`config.mk`:
```
export PLATFORM = sky130hd
export DESIGN_NAME = stream_max_finder
export DESIGN_NICKNAME = d
export VERILOG_FILES = /design/src/rtl/stream_max_finder.sv
export SDC_FILE = /design/constraint.sdc
export NUM_CORES = 1
export LEC_CHECK = 0
export CAP_MARGIN = 40
export CELL_PAD_IN_SITES_DETAIL_PLACEMENT = 0
export CELL_PAD_IN_SITES_GLOBAL_PLACEMENT = 2
export CORE_MARGIN = 2
export CORE_UTILIZATION = 35
export DETAILED_ROUTE_END_ITERATION = 8
export GPL_TIMING_DRIVEN = 0
export PLACE_DENSITY_LB_ADDON = 0.1
export SLEW_MARGIN = 40
export SYNTH_ARGS = -nofsm -noshare
export SYNTH_HDL_FRONTEND = slang
export SYNTH_SLANG_ARGS = --single-unit
```
`constraint.sdc`:
```
create_clock -name clk -period 5.5 [get_ports clk]
set_input_delay 1.1 -clock clk [delete_from_list [all_inputs] [get_ports clk]]
set_output_delay 1.1 -clock clk [all_outputs]
set_load 0.005 [all_outputs]
```
`src/rtl/stream_max_finder.sv`:
```
// Streaming frame maximum finder: accumulates unsigned samples per frame and
// reports max, first-occurrence index, sample count and truncation flag.
module stream_max_finder #(
    parameter int WIDTH   = 8,
    parameter int MAX_LEN = 256,
    parameter int IDX_W   = 8
) (
    input  logic             clk,
    input  logic             reset,
    input  logic [WIDTH-1:0] in_data,
    input  logic             in_valid,
    input  logic             in_last,
    output logic             in_ready,
    output logic [WIDTH-1:0] out_max,
    output logic [IDX_W-1:0] out_idx,
    output logic [IDX_W:0]   out_count,
    output logic             out_trunc,
    output logic             out_valid,
    input  logic             out_ready,
    output logic             dbg_state
);

    // Handshakes: a sample moves when in_valid && in_ready, a result moves when
    // out_valid && out_ready; both ready/valid are driven from registered state only.
    typedef enum logic {
        ACCUM = 1'b0,
        HOLD  = 1'b1
    } state_t;

    localparam logic [IDX_W:0] LAST_CNT = (IDX_W + 1)'(MAX_LEN - 1);

    state_t           state;
    state_t           state_next;
    logic [IDX_W:0]   cnt;
    logic [WIDTH-1:0] run_max;
    logic [IDX_W-1:0] run_idx;

    logic             accept;
    logic             take;
    logic             at_limit;
    logic             closing;
    logic             new_peak;
    logic [WIDTH-1:0] cand_max;
    logic [IDX_W-1:0] cand_idx;

    always_comb begin
        in_ready   = (state == ACCUM);
        out_valid  = (state == HOLD);
        dbg_state  = (state == HOLD);
        accept     = in_valid && in_ready;
        take       = out_valid && out_ready;
        at_limit   = (cnt == LAST_CNT);
        closing    = accept && (in_last || at_limit);
        // Strict compare keeps the earliest index on ties.
        new_peak   = (cnt == '0) || (in_data > run_max);
        cand_max   = new_peak ? in_data : run_max;
        cand_idx   = new_peak ? cnt[IDX_W-1:0] : run_idx;
        state_next = state;
        case (state)
            ACCUM:   if (closing) state_next = HOLD;
            HOLD:    if (take) state_next = ACCUM;
            default: state_next = ACCUM;
        endcase
    end

    always_ff @(posedge clk) begin
        if (reset) begin
            state <= ACCUM;
        end else begin
            state <= state_next;
        end
    end

    always_ff @(posedge clk) begin
        if (reset) begin
            cnt       <= '0;
            run_max   <= '0;
            run_idx   <= '0;
            out_max   <= '0;
            out_idx   <= '0;
            out_count <= '0;
            out_trunc <= 1'b0;
        end else if (accept) begin
            if (closing) begin
                out_max   <= cand_max;
                out_idx   <= cand_idx;
                out_count <= cnt + 1'b1;
                out_trunc <= !in_last && at_limit;
                cnt       <= '0;
            end else begin
                run_max <= cand_max;
                run_idx <= cand_idx;
                cnt     <= cnt + 1'b1;
            end
        end
    end

endmodule
```
=== Yosys cells after proc, flatten, opt, wreduce, memory -nomap -nowiden ===
Index checks and enable logic that the tools add are counted.
W data, S select, Z words.

* Add/sub/neg operators: 1
* $lt $le $gt $ge: 1
* Eq/ne operators: 1
* Muxes and demuxes: 6
* Bitwise gates (word level): 2
* Reduce and logical (&&, ||, !) cells: 10

{| class="wikitable"
|+ Operators with widths
! kind !! number
|-
| $mux W8 || 2
|-
| $add A9 B1 Y9 const B || 1
|-
| $eq A9 B8 Y1 const B || 1
|-
| $logic_not A9 Y1 || 1
|-
| $mux W9 || 1
|-
| $gt A8 B8 Y1 || 1
|-
| $logic_and A1 B1 Y1 || 4
|-
| $reduce_and A2 Y1 || 2
|-
| $logic_or A1 B1 Y1 || 2
|-
| $mux W1 || 2
|-
| $not A1 Y1 || 2
|-
| $pmux W1 S2 || 1
|-
| $logic_not A1 Y1 || 1
|}

* Bits in registers: 52
* Input port bits: 13
* Logic and storage cells: 29

=== Depth between registers and ports, before layout ===
Gate-level depths: netlist of run 1.

* Word-level depth: 5
* Depth in mapped cells: 11
* Depth with buffers taken out: 9

=== Worst setup path after synthesis of run 1 ===
Ideal clock, no wire load.

* Path kind: input-to-reg
* From: in in_data[1]
* To: reg out_max[0]
* Setup time: 137 ps
* Data arrival time: 2,363 ps
* Slack: 3,000 ps
* Cell stages on the path: 7
* Path through: ha_1 > and2b_1 > o211ai_1 > a211oi_2 > buf_6 > o31ai_1 > a31oi_1

* Longest elaborated chain between the ends: 3

{| class="wikitable"
|+ Ends and longest elaborated chain
! what !! RTL line !! text
|-
| from (decl) || 10 || <nowiki>input logic [WIDTH-1:0] in_data,</nowiki>
|-
| $gt A8 B8 Y1 || 55 || <nowiki>new_peak = (cnt == '0) || (in_data > run_max);</nowiki>
|-
| $logic_or A1 B1 Y1 || 55 ||
|-
| $mux W8 || 56 || <nowiki>cand_max = new_peak ? in_data : run_max;</nowiki>
|-
| to (signal assigned) || 85 || <nowiki>out_max <= cand_max;</nowiki>
|-
| to (decl) || 14 || <nowiki>output logic [WIDTH-1:0] out_max,</nowiki>
|}

No other way between the ends.
A chain may end at the register's enable or synchronous reset.

=== Final worst setup path of run 1 ===
* From: in in_data[1]
* To: reg out_max[7]

Same word-level chain as after synthesis.

==> impl_metrics.tcl, run 1 <==
set metrics [dict create \
    outcome "complete, no violations" \
    antenna_found_initial 0 \
    cts_sinks 52 \
    worst_pin_slew_ns 0.585 \
    end_kind "flip-flop" \
    drtIter0Drc 192 \
    start_kind "input pin" \
    rsz0062_at_grt "no" \
    rows 33 \
    max_slew_margin_pct 61.0 \
    die_area_sq_um 9180 \
    h-tree-depth 2 \
    ant_nets 0 \
    p_per_area_nw_per_um2 233 \
    grt.busiest_layer "met2" \
    n_antenna_cell 0 \
    insertion_delay_ns 0.31 \
    clock.fmax_mhz 335 \
    dp_cells 502 \
    grt_pass1_wl_um 14900 \
    hold_viol_final 0 \
    die_x_um 95.8 \
    grt_usage_pct 21.5 \
    met2_usage_pct 33.4 \
    crit_fanout 10 \
    cts_resized 0 \
    clk_pin_slew_ns 0.10 \
    clockBufferDepth 2 \
    synth_edf_count 0 \
    yosysTopAreaCell "dfxtp_1" \
    vias_per_cell 5.64 \
    grtUsageMet3_pct 2.58 \
    finalSetupTns_ns 0 \
    path_class "in -> reg" \
    synthFlopType "dfxtp_1" \
    cts_tree "built" \
    fin_crit_sh_pct 54.3 \
    die_h_um 95.8 \
    synth.top_cells.by_count "52 x dfxtp_1, 31 x o21ai_0, 29 x nand3_1" \
    finalPower_uw 833 \
    drv_slew 0 \
    cts_root_buf "clkbuf_8" \
    yosysSeqAreaShare_pct 35.3 \
    start_util_pct 36.1 \
    finClkSkew_ns 0.00667 \
    hp-class "reg -> reg" \
    leakage_uw 0.00126 \
    avgSynthCellArea_sq_um 8.26 \
    final_area_sq_um 3570 \
    place_ws_ns 2.20 \
    grt.overflow.total 0 \
    cap_violations 0 \
    yosysMostFrequentCell "dfxtp_1" \
    yosysTopAreaCellShare_pct 35.3 \
    ios 42 \
    core-area_sq_um 8180 \
    netlist_top_cells_area "dfxtp_1 35%, o21ai_0 5.3%, nand3_1 4.9%" \
    synth_seq_cells 52 \
    vias 2878 \
    final_net_count 428 \
    place_congestion 0.776 \
    dpl_cell_area_sq_um 3480 \
    finalSetupViolations 0 \
    area_growth_pct 21.0 \
    grt_use_met1_pct 31.2 \
    instances_no_fill 510 \
    wire_per_inst_um 18.2 \
    grt_max_degree 17 \
    drive_gt1_share_pct 10.9 \
    arrival_ns 3.19 \
    dp_hpwl_um 6660 \
    post_cts_buffers 0 \
    netlist_area_sq_um 2950 \
    cts_buffers 5 \
    drc 0 \
    grt_pass1_vias 2735 \
    ir_worst_vdd_mv 0.110 \
    ys_types 47 \
    drt_first_pass_iters 4 \
    synth_nets 381 \
    async_flop_share_pct 0 \
    synth_warnings 0 \
    cts_hold_buffers 0 \
    io_buffers 40 \
    finalWorstPathRequiredPeriod_ns 2.99 \
    synthCells 357 \
    setup_slack_ns 2.51 \
    wl_um 9300 \
    worstPathRequired_ns 5.70 \
]
## metrics by stage
stage / utilization, % / hold slack, ns
3_5_place_dp: 42.6 / 0.455
4_1_cts: 43.7 / 0.473
6_report: 43.7 / 0.467
3_3_place_gp: 42.6 / 0.450
5_1_grt: 43.7 / 0.498
2_1_floorplan: - / 0.453
## cell families (layout without fill, tap and decap cells)
| kind of cell | after synthesis | in the layout | share of synthesized area [%] |
|---|---|---|---|
| simple gates | 114 | 114 | 21.9 |
| flops | 52 | 52 | 35.3 |
| xor+xnor | 6 | 6 | 1.78 |
| buf+inv | 59 | 107 | 10.5 |
| fa+ha+maj | 11 | 11 | 4.67 |
| compound gates | 115 | 115 | 25.8 |
## path summary, 6_finish.rpt
path | startpoint | to | slack [ns] | cells past startpoint
worst max register to register | cnt[0]$_SDFFE_PP0P_ | run_max[5]$_SDFFE_PP0P_ | 2.65 | 10
worst min register to register | out_count[1]$_SDFFE_PP0P_ | out_count[1]$_SDFFE_PP0P_ | 0.47 | 2
worst min-delay path | out_count[1]$_SDFFE_PP0P_ | out_count[1]$_SDFFE_PP0P_ | 0.47 | 2
worst max-delay path | in_data[1] | out_max[7]$_SDFFE_PP0P_ | 2.51 | 8
## routing by layer
layer | wire [um] | vias up
met5 | 0 | -
met4 | 47 | 0
met3 | 399 | 4
met2 | 4230 | 76
met1 | 4630 | 1363
li1 | - | 1435
## where the power goes
| part | switching (uW) | total, uW | internal, uW |
|---|---|---|---|
| sequential | 14.3 | 410 | 396 |
| combinational | 118 | 196 | 77.7 |
| clock | 137 | 228 | 91.0 |
| total | 269 | 833 | 564 |
## sequential cells by signal, summed over array words and instances (netlist names)
signal and count:
run_idx 8, out_idx 8, out_count 9, out_trunc 1, cnt 9, run_max 8, out_max 8, dbg_state 1
## critical path, cell delays in order
cell and delay, ns:
clkdlybuf4s50_1 0.48, ha_1 0.35, and2b_1 0.17, o211ai_1 0.25, a211oi_2 0.20, buf_6 0.18
o31ai_1 0.34, a31oi_1 0.12
## area by class of cell
type	count	area, sq um
clock inverter	2	16.3
inverter	19	71.3
clock buffer	6	72.6
buffer	40	238
timing repair buffer	40	400
multi-input combinational	246	1600
tap	105	131
fill	859	4610
sequential	52	1040
## cells in the final DEF, fill, tap and decap left out, types with 4 or more instances in the layout
master,netlist,layout
dfxtp_1,52,52
clkdlybuf4s50_1,0,40
o21ai_0,31,31
nand3_1,29,29
nor2_1,24,24
inv_1,19,19
a31oi_1,17,17
nand4_1,16,16
buf_2,14,14
and3_1,14,14
a21oi_1,13,13
clkbuf_1,10,11
ha_1,11,11
nor3_1,10,10
a32oi_1,10,10
o31ai_1,10,10
buf_6,7,7
a211oi_1,7,7
nand2_1,6,6
o21ai_1,6,6
o2111ai_1,6,6
o311ai_1,6,6
clkbuf_8,0,5
buf_4,4,4
(Power assumes the default switching activity.)
==> run 2: changes to the inputs <==
--- a/config.mk
+++ b/config.mk
@@ -9,7 +9,7 @@
 export CELL_PAD_IN_SITES_DETAIL_PLACEMENT = 0
 export CELL_PAD_IN_SITES_GLOBAL_PLACEMENT = 2
 export CORE_MARGIN = 2
-export CORE_UTILIZATION = 35
+export CORE_UTILIZATION = 29
 export DETAILED_ROUTE_END_ITERATION = 8
 export GPL_TIMING_DRIVEN = 0
 export PLACE_DENSITY_LB_ADDON = 0.1
==> constraint.sdc (replaced) <==
create_clock -name clk -period 2.6 [get_ports clk]
set_input_delay 0.52 -clock clk [delete_from_list [all_inputs] [get_ports clk]]
set_output_delay 0.52 -clock clk [all_outputs]
set_load 0.005 [all_outputs]
==> run 2 against run 1 <==
Net effect:
- wire length rose by 5.1%
- utilization is 6.5 points lower
- sequential power increased by 110%
- final area rose by 2.3%
- total power up 120%
- combinational power rose by 110%
- global-route usage fell by 3.2 points
- clock power grew to 2.5 times the previous value
- critical endpoint is now run_max[6]$_SDFFE_PP0P_
- largest cell class unchanged
==> impl_metrics.tcl, run 2 (same netlist as run 1, synthesis figures left out) <==
set metrics [dict create \
    outcome "complete, no violations" \
    multi_input_area_sq_um 1610 \
    reg_top3 "cnt (9), out_count (9)" \
    drc 0 \
    rsz0062_at_grt "no" \
    path_class "reg -> reg" \
    holdCritStartpoint "out_count[1]$_SDFFE_PP0P_" \
    p_int_uw 1290 \
    worst_pin_slew_ns 0.692 \
    drtIter0Drc 139 \
    insertion_delay_ns 0.31 \
    leakage_uw 0.00128 \
    grt.overflow.total 0 \
    drv_slew 0 \
    dpl_cell_area_sq_um 3520 \
    die_h_um 105 \
    ios 42 \
    final_area_sq_um 3650 \
    cts_buffers 5 \
    start_util_pct 30.0 \
    final_net_count 428 \
    finClkSkew_ns 0.0106 \
    hold_path_depth 2 \
    die_x_um 105 \
    hp-class "reg -> reg" \
    h-tree-depth 2 \
    dp_hpwl_um 7040 \
    register_area_sq_um 1040 \
    end_kind "flip-flop" \
    grt_max_degree 16 \
    layout_commonest_cell "dfxtp_1" \
    r2r_cells 11 \
    clockBufferDepth 2 \
    p_seq_share_pct 46.6 \
    whs_endpoint "out_count[1]$_SDFFE_PP0P_" \
    antenna_found_initial 0 \
    cts_root_buf "clkbuf_8" \
    rrSetupSlack_ns 0.19 \
    clock.fmax_mhz 415 \
    finalWorstPathRequiredPeriod_ns 2.41 \
    grt_pass1_vias 2797 \
    combPwrFrac_pct 22.4 \
    io_buffers 40 \
    swShare_pct 30.9 \
    p_per_area_nw_per_um2 511 \
    drt_first_pass_iters 4 \
    worstPathRequired_ns 2.86 \
    cts_sinks 52 \
    n_fill_cell 1088 \
    finalSetupTns_ns 0 \
    n_antenna_cell 0 \
    cts_hold_buffers 0 \
    cap_violations 0 \
    drive_gt1_share_pct 12.3 \
    arrival_ns 2.67 \
    vias 2894 \
    grt_pass1_wl_um 15800 \
    final_cell_mix "52 x dfxtp_1, 40 x clkdlybuf4s50_1, 31 x o21ai_0" \
    wl_um 9780 \
    wire_per_inst_um 18.2 \
    post_cts_buffers 0 \
    ir_worst_vdd_mv 0.229 \
    grt_usage_pct 18.2 \
    die_area_sq_um 11000 \
    rows 36 \
    vias_per_cell 5.38 \
    worstReg2RegStart "cnt[4]$_SDFFE_PP0P_" \
    finalSetupViolations 0 \
    area_growth_pct 23.9 \
    clkPwrFrac_pct 31.0 \
    crit_fanout 10 \
    max_slew_margin_pct 53.9 \
    place_ws_ns -0.184 \
    hold_viol_final 0 \
    start_kind "flip-flop" \
    place_congestion 0.808 \
    setup_slack_ns 0.191 \
    worstReg2RegEnd "run_max[6]$_SDFFE_PP0P_" \
    clk_pin_slew_ns 0.10 \
    switchingPower_uw 576 \
    fin_crit_sh_pct 92.7 \
    ant_nets 0 \
    cts_tree "built" \
    core-area_sq_um 9820 \
]
-- run 2: worst max-delay path: stages (launching register included) --
cell	delay, ns
dfxtp_1	0.31
buf_2	0.16
and3_1	0.19
and3_1	0.23
and3_1	0.20
ha_1	0.21
or2_4	0.30
nor2_4	0.17
buf_4	0.22
and3_1	0.18
a32oi_1	0.06
nand3_1	0.12
-- run 2: layout make-up --
cell class	instances	share of cell area, %
multi-input cells	246	44.2
flip-flops and latches	52	28.5
repair buffers	40	11.0
plain buffers	40	6.92
well taps	133	4.55
clock buffers	6	1.99
inverters	19	1.95
clock inverters	2	0.959
-- run 2: worst max path at each step --
stage	start	slack [ns]	end
floorplan	cnt[4]$_SDFFE_PP0P_	0.39	run_max[5]$_SDFFE_PP0P_
global placement	cnt[0]$_SDFFE_PP0P_	-0.17	run_max[6]$_SDFFE_PP0P_
detailed placement	cnt[0]$_SDFFE_PP0P_	-0.18	run_max[6]$_SDFFE_PP0P_
CTS	cnt[0]$_SDFFE_PP0P_	0.06	run_max[6]$_SDFFE_PP0P_
global route	cnt[4]$_SDFFE_PP0P_	0.004	out_max[7]$_SDFFE_PP0P_
finish	cnt[4]$_SDFFE_PP0P_	0.19	run_max[6]$_SDFFE_PP0P_
-- run 2: timing repair --
item	CTS	global route
gates resized for setup	4	10
setup endpoints to repair	12	29
pin swaps	0	0
-- run 2: power groups by stage --
stage	Combinational (uW)	Sequential (uW)	Clock, uW
final	419	870	579
after global routing	465	875	618
after CTS	420	869	584
after detailed placement	417	887	0
after global placement	418	887	0
after floorplan	250	878	0
-- run 2: per-stage QoR --
stage	util [%]	instances	total power [uW]	hold WS, ns
5_1_grt	37.2	538	1960	0.517
4_1_cts	37.0	538	1870	0.478
6_report	37.2	538	1870	0.467
2_1_floorplan	-	357	1130	0.453
3_5_place_dp	35.8	530	1300	0.464
3_3_place_gp	35.8	530	1310	0.448
-- run 2: metal layers --
| layer | global-route usage (%) | vias to the layer above | share of wire [%] |
|---|---|---|---|
| li1 | - | 1427 | - |
| met1 | 27.9 | 1383 | 51 |
| met2 | 26.3 | 78 | 43 |
| met3 | 2.56 | 6 | 4.8 |
| met4 | 5.14 | 0 | 0.95 |
| met5 | 0 | - | 0 |
==> run 3: changes to the inputs <==
--- a/config.mk
+++ b/config.mk
@@ -5,7 +5,6 @@
 export SDC_FILE = /design/constraint.sdc
 export NUM_CORES = 1
 export LEC_CHECK = 0
-export CAP_MARGIN = 40
 export CELL_PAD_IN_SITES_DETAIL_PLACEMENT = 0
 export CELL_PAD_IN_SITES_GLOBAL_PLACEMENT = 2
 export CORE_MARGIN = 2
==> results of run 3 <==
No change in the layout: final DEF, timing and power equal those of run 2.
